`config.mk`:
```
export PLATFORM = sky130hd
export DESIGN_NAME = axil_mem_bridge
export DESIGN_NICKNAME = d
export VERILOG_FILES = /design/src/rtl/axil_mem_bridge.sv
export SDC_FILE = /design/constraint.sdc
export NUM_CORES = 1
export LEC_CHECK = 0
export ABC_AREA = 1
export CAP_MARGIN = 10
export CORE_UTILIZATION = 40
export CTS_BUF_LIST = sky130_fd_sc_hd__clkbuf_8
export DETAILED_ROUTE_END_ITERATION = 7
export GPL_TIMING_DRIVEN = 1
export HOLD_SLACK_MARGIN = 0.08
export PLACE_DENSITY = 0.67
export SLEW_MARGIN = 20
export SYNTH_ARGS = -nofsm -noshare
export SYNTH_HDL_FRONTEND = slang
export SYNTH_SLANG_ARGS = --single-unit
```
`constraint.sdc`:
```
create_clock -name clk -period 7.7 [get_ports clk]
set_input_delay 1.155 -clock clk [delete_from_list [all_inputs] [get_ports clk]]
set_output_delay 1.155 -clock clk [all_outputs]
set_load 0.1 [all_outputs]
```
`src/rtl/axil_mem_bridge.sv`:
```
// axil_mem_bridge: AXI4-Lite slave serialising 32-bit word accesses onto a byte-wide memory debug port.
// Ports: clk/rst (async active-high); AXI-Lite s_aw*/s_w*/s_b*/s_ar*/s_r* slave channels;
// mem_en/mem_we/mem_addr/mem_din drive the byte port, mem_dout returns read bytes READ_LAT cycles after issue.
// Optional: define AXIL_MEM_BRIDGE_ADDR_CHECK_EN to answer out-of-window accesses with SLVERR;
// otherwise addresses alias modulo 2^DATA_MEM_LEN and responses are always OKAY.
module axil_mem_bridge #(
  parameter int ADDR_WIDTH   = 32,
  parameter int DATA_MEM_LEN = 12,
  parameter int READ_LAT     = 2
) (
  input  logic                  clk,
  input  logic                  rst,
  input  logic [ADDR_WIDTH-1:0] s_awaddr,
  input  logic                  s_awvalid,
  output logic                  s_awready,
  input  logic [31:0]           s_wdata,
  input  logic [3:0]            s_wstrb,
  input  logic                  s_wvalid,
  output logic                  s_wready,
  output logic [1:0]            s_bresp,
  output logic                  s_bvalid,
  input  logic                  s_bready,
  input  logic [ADDR_WIDTH-1:0] s_araddr,
  input  logic                  s_arvalid,
  output logic                  s_arready,
  output logic [31:0]           s_rdata,
  output logic [1:0]            s_rresp,
  output logic                  s_rvalid,
  input  logic                  s_rready,
  output logic                  mem_en,
  output logic                  mem_we,
  output logic [63:0]           mem_addr,
  output logic [7:0]            mem_din,
  input  logic [7:0]            mem_dout
);
  typedef enum logic [2:0] {IDLE, WR_BYTES, WR_RESP, RD_ISSUE, RD_DRAIN, RD_RESP} state_t;
  state_t state;
  logic live, aw_held, w_held, err;
  logic [61:0] wbase, aw_word, ar_word;
  logic [31:0] hold_data;
  logic [3:0] hold_strb;
  logic [1:0] idx, nxt;
  logic [READ_LAT-1:0] pv;
  logic [1:0] pi [READ_LAT];
  logic aw_err, ar_err, unused;
`ifdef AXIL_MEM_BRIDGE_ADDR_CHECK_EN
  assign aw_err  = |s_awaddr[ADDR_WIDTH-1:DATA_MEM_LEN];
  assign ar_err  = |s_araddr[ADDR_WIDTH-1:DATA_MEM_LEN];
  assign aw_word = 62'(s_awaddr[ADDR_WIDTH-1:2]);
  assign ar_word = 62'(s_araddr[ADDR_WIDTH-1:2]);
  assign unused  = ^{s_awaddr[1:0], s_araddr[1:0]};
`else
  assign aw_err  = 1'b0;
  assign ar_err  = 1'b0;
  assign aw_word = 62'(s_awaddr[DATA_MEM_LEN-1:2]);
  assign ar_word = 62'(s_araddr[DATA_MEM_LEN-1:2]);
  assign unused  = ^{s_awaddr[1:0], s_araddr[1:0],
                     s_awaddr[ADDR_WIDTH-1:DATA_MEM_LEN], s_araddr[ADDR_WIDTH-1:DATA_MEM_LEN]};
`endif
  assign nxt = idx + 2'd1;
  // live keeps every ready low while reset is held; arready also yields to a write
  // presented in the same cycle so the write always wins.
  assign s_awready = live && state == IDLE && !aw_held;
  assign s_wready  = live && state == IDLE && !w_held;
  assign s_arready = live && state == IDLE && !aw_held && !w_held && !s_awvalid && !s_wvalid;
  always_ff @(posedge clk or posedge rst) begin
    if (rst) begin
      state     <= IDLE;
      live      <= 1'b0;
      aw_held   <= 1'b0;
      w_held    <= 1'b0;
      err       <= 1'b0;
      wbase     <= '0;
      hold_data <= '0;
      hold_strb <= '0;
      idx       <= '0;
      pv        <= '0;
      for (int j = 0; j < READ_LAT; j++) pi[j] <= '0;
      s_bresp   <= '0;
      s_bvalid  <= 1'b0;
      s_rdata   <= '0;
      s_rresp   <= '0;
      s_rvalid  <= 1'b0;
      mem_en    <= 1'b0;
      mem_we    <= 1'b0;
      mem_addr  <= '0;
      mem_din   <= '0;
    end else begin
      live <= 1'b1;
      // read-tag pipeline: each issued read byte emerges READ_LAT edges later with its lane index
      for (int j = READ_LAT - 1; j > 0; j--) begin
        pv[j] <= pv[j-1];
        pi[j] <= pi[j-1];
      end
      pv[0] <= mem_en && !mem_we;
      pi[0] <= mem_addr[1:0];
      if (pv[READ_LAT-1]) s_rdata[8*pi[READ_LAT-1] +: 8] <= mem_dout;
      case (state)
        IDLE: begin
          if (s_awvalid && s_awready) begin
            aw_held <= 1'b1;
            wbase   <= aw_word;
            err     <= aw_err;
          end
          if (s_wvalid && s_wready) begin
            w_held    <= 1'b1;
            hold_data <= s_wdata;
            hold_strb <= s_wstrb;
          end
          if (aw_held && w_held) begin
            idx      <= '0;
            mem_addr <= {wbase, 2'b00};
            mem_din  <= hold_data[7:0];
            mem_en   <= hold_strb[0] && !err;
            mem_we   <= hold_strb[0] && !err;
            s_bvalid <= err;
            s_bresp  <= err ? 2'b10 : 2'b00;
            state    <= err ? WR_RESP : WR_BYTES;
          end else if (s_arvalid && s_arready) begin
            idx      <= '0;
            mem_addr <= {ar_word, 2'b00};
            mem_en   <= !ar_err;
            mem_we   <= 1'b0;
            s_rdata  <= '0;
            s_rresp  <= ar_err ? 2'b10 : 2'b00;
            s_rvalid <= ar_err;
            state    <= ar_err ? RD_RESP : RD_ISSUE;
          end
        end
        WR_BYTES: begin
          if (idx == 2'd3) begin
            mem_en   <= 1'b0;
            mem_we   <= 1'b0;
            s_bvalid <= 1'b1;
            state    <= WR_RESP;
          end else begin
            idx      <= nxt;
            mem_addr <= mem_addr + 64'd1;
            mem_din  <= hold_data[8*nxt +: 8];
            mem_en   <= hold_strb[nxt];
            mem_we   <= hold_strb[nxt];
          end
        end
        WR_RESP: begin
          if (s_bready) begin
            s_bvalid <= 1'b0;
            aw_held  <= 1'b0;
            w_held   <= 1'b0;
            state    <= IDLE;
          end
        end
        RD_ISSUE: begin
          if (idx == 2'd3) begin
            mem_en <= 1'b0;
            state  <= RD_DRAIN;
          end else begin
            idx      <= nxt;
            mem_addr <= mem_addr + 64'd1;
          end
        end
        RD_DRAIN: begin
          if (pv == '0) begin
            s_rvalid <= 1'b1;
            state    <= RD_RESP;
          end
        end
        RD_RESP: begin
          if (s_rready) begin
            s_rvalid <= 1'b0;
            state    <= IDLE;
          end
        end
        default: state <= IDLE;
      endcase
    end
  end
endmodule

```
==> flow_summary.ini <==
[clocking]
cts_made_buffers = 17
clock-sinks = 168
cts_setup_buffers = 0
clk_path_buf_depth = 2
cts.clk_slew.worst_paths_ns = 0.10
cts-root-buf = clkbuf_8
postCtsHoldBufs = 0
cts-resized-gates = 0
cts_tree = yes
clk_latency_ns = 0.48
ctsHtreeMaxLevel = 4

[floorplan]
die-area_mm2 = 0.0241
chipHeight_um = 155
core-area_mm2 = 0.0228
die_w_um = 155
floorplan.initialDensity_pct = 41.0
rows = 55
num_io_pins = 230

[synth]
yosys.cell_count.top_type = nand2_1
ys_warn_count = 0
ys.flop_type = dfrtp_1
synth_common_cells = nand2_1, nor2_1, dfrtp_1
synthCells = 1271
synth-edff-count = 0
ys_async_sr_fraction_pct = 100
ys_seq_area_share_pct = 44.8
synth_largest_area_cell = dfrtp_1
ys_types = 36
netlist_area_mm2 = 0.00938
ys_top_cells_by_area = dfrtp_1, nand2_1, nor2_1
yosysTopAreaCellShare_pct = 44.8
synth_seq_cells = 168
avgSynthCellArea_um2 = 7.38

[power]
netSwitchingFraction_pct = 56.3
p_switching_mw = 2.67
irDropWorstVdd_mv = 0.320
power_mw = 4.75
p_clk_share_pct = 13.7
p_leak_nw = 5.18
power_frac_seq_pct = 29.6
pwr-share-comb_pct = 56.7
powerDensity_mw_per_mm2 = 401
intPower_mw = 2.07

[route]
routed_via_density = 5.21
wl_per_cell_um = 16.0
route.antenna.remaining_nets = 0
via_count = 9159
first_pass_iters = 6
drt-total-wl_um = 28100
drc = 0
first_iter_violations = 784

[timing]
fin_crit_sh_pct = 55.9
setup_ws_ns = 3.39
rsz0062_at_grt = false
slew_viol_final = 0
hold_viol = 0
setup_viol = 0
fmaxAchievable_mhz = 232
slew_headroom_pct = 27.6
fin_tns_setup_ns = 0
period_needed_ns = 4.31
worst_pin_slew_ns = 1.08
finClkSkew_ns = 0.0250

[final_layout]
drive_gt1_share_pct = 5.12
area_growth_pct = 26.1
nets = 1554
antenna_cells = 0
fin_util_pct = 51.8

[global_routing]
gr-usage-all-layers_pct = 23.8
grt_max_degree = 94
globalRouteOverflowTotal = 0
grt_pass1_vias = 8363
antenna_found_initial = 0
grt_pass1_wl_um = 44800

[run_status]
outcome = finished, final reports clean

[critical_path]
critPathRequiredTime_ns = 6.55
endpoint_kind = primary output
cp_max_fo = 2
cp.arrival_ns = 3.15
crit_type = input pin to primary output
cp-start-kind = input pin

[flow_run]
drv_cap = 0

[placement]
pre_cts_ws_ns = 3.39
port_buffers = 181
hpwl_um = 20500
gp_congestion = 0.936

[hold_path]
hold_class = flip-flop to flip-flop
==> metal layers <==
| layer | track usage, % | up-vias | share of wire [%] | wire length [um] |
|---|---|---|---|---|
| met5 | 0 | - | 0 | 0 |
| met4 | 7.31 | 0 | 1.7 | 490 |
| met3 | 3.68 | 29 | 7.1 | 1980 |
| met2 | 36.5 | 318 | 45 | 12700 |
| met1 | 34.5 | 4298 | 46 | 12900 |
| li1 | - | 4514 | - | - |
==> layout make-up <==
cell class / count / area (um2)
sequential: 168 / 4200
timing repair buffer: 185 / 1850
multi-input combinational: 953 / 4570
inverter: 107 / 407
tap: 313 / 392
fill: 2301 / 11000
clock inverter: 15 / 173
clock buffer: 17 / 234
==> worst paths after layout <==
path,slack [ns],endpoint,start,cells past startpoint
worst max-delay path,3.39,s_arready,s_awvalid,4
max in group asynchronous,5.25,mem_addr[56],rst,3
worst min-delay path,0.36,pi[1],pi[3],0
worst min register to register,0.36,pi[1],pi[3],0
min in group asynchronous,1.20,s_rdata[11],rst,2
worst max register to register,4.28,mem_addr[27],state[0],11
==> through the flow <==
step	cells	area, um2	hold slack [ns]
global placement	1726	11400	0.334
CTS	1758	11800	0.353
floorplan	1274	9390	0.331
global route	1758	11800	0.375
finish	1758	11800	0.356
detailed placement	1726	11400	0.335
==> power groups by stage <==
stage | combinational [mW] | sequential [mW] | clock, mW
6_report | 2.69 | 1.40 | 0.651
3_3_place_gp | 2.66 | 1.41 | 0
3_5_place_dp | 2.69 | 1.42 | 0
2_1_floorplan | 1.11 | 2.36 | 0
5_1_grt | 2.87 | 1.44 | 0.700
4_1_cts | 2.70 | 1.40 | 0.664
==> cells in the final DEF, fill, tap and decap left out, drive strengths merged <==
master	count
mux2i	3
o311ai	1
nand3b	9
clkinvlp	1
nor3	30
inv	114
o31ai	1
buf	4
xnor2	2
clkdlybuf4s50	181
xor2	4
a31oi	16
a21oi	64
clkinv	7
o21bai	17
and2	2
conb	5
nand4	64
nand3	67
nand2	356
o32ai	1
dfrtp	168
o211ai	6
a211oi	1
o21ai	71
nor2	195
clkbuf	17
a21o	5
mux2	26
ha	7
==> flip-flops by register name (all words and copies together), names as in the netlist <==
signal	cells
aw_held	1
hold_data	32
hold_strb	4
idx	2
live	1
mem_addr	64
mem_din	8
mem_en	1
mem_we	1
pi	4
pv	2
s_bvalid	1
s_rdata	32
s_rvalid	1
state	3
w_held	1
wbase	10
==> logic make-up (layout without fill, tap and decap cells) <==
family	after synthesis	after routing	share of synthesized area, %
adder cells (fa/ha/maj)	7	7	0.934
AO/OA/AOI/OAI	183	183	11.0
XOR/XNOR	6	6	0.560
AND/OR/NAND/NOR	723	723	32.6
other	2	5	0.0801
multiplexers	29	29	3.44
flip-flops	168	168	44.8
buffers and inverters	153	324	6.58
==> critical path, stage by stage <==
cell and delay (ns):
clkdlybuf4s50_1 0.42, nor3_1 0.28, and2_1 0.17, clkdlybuf4s50_1 1.12
Note: power is estimated with default switching activity, not from simulation.
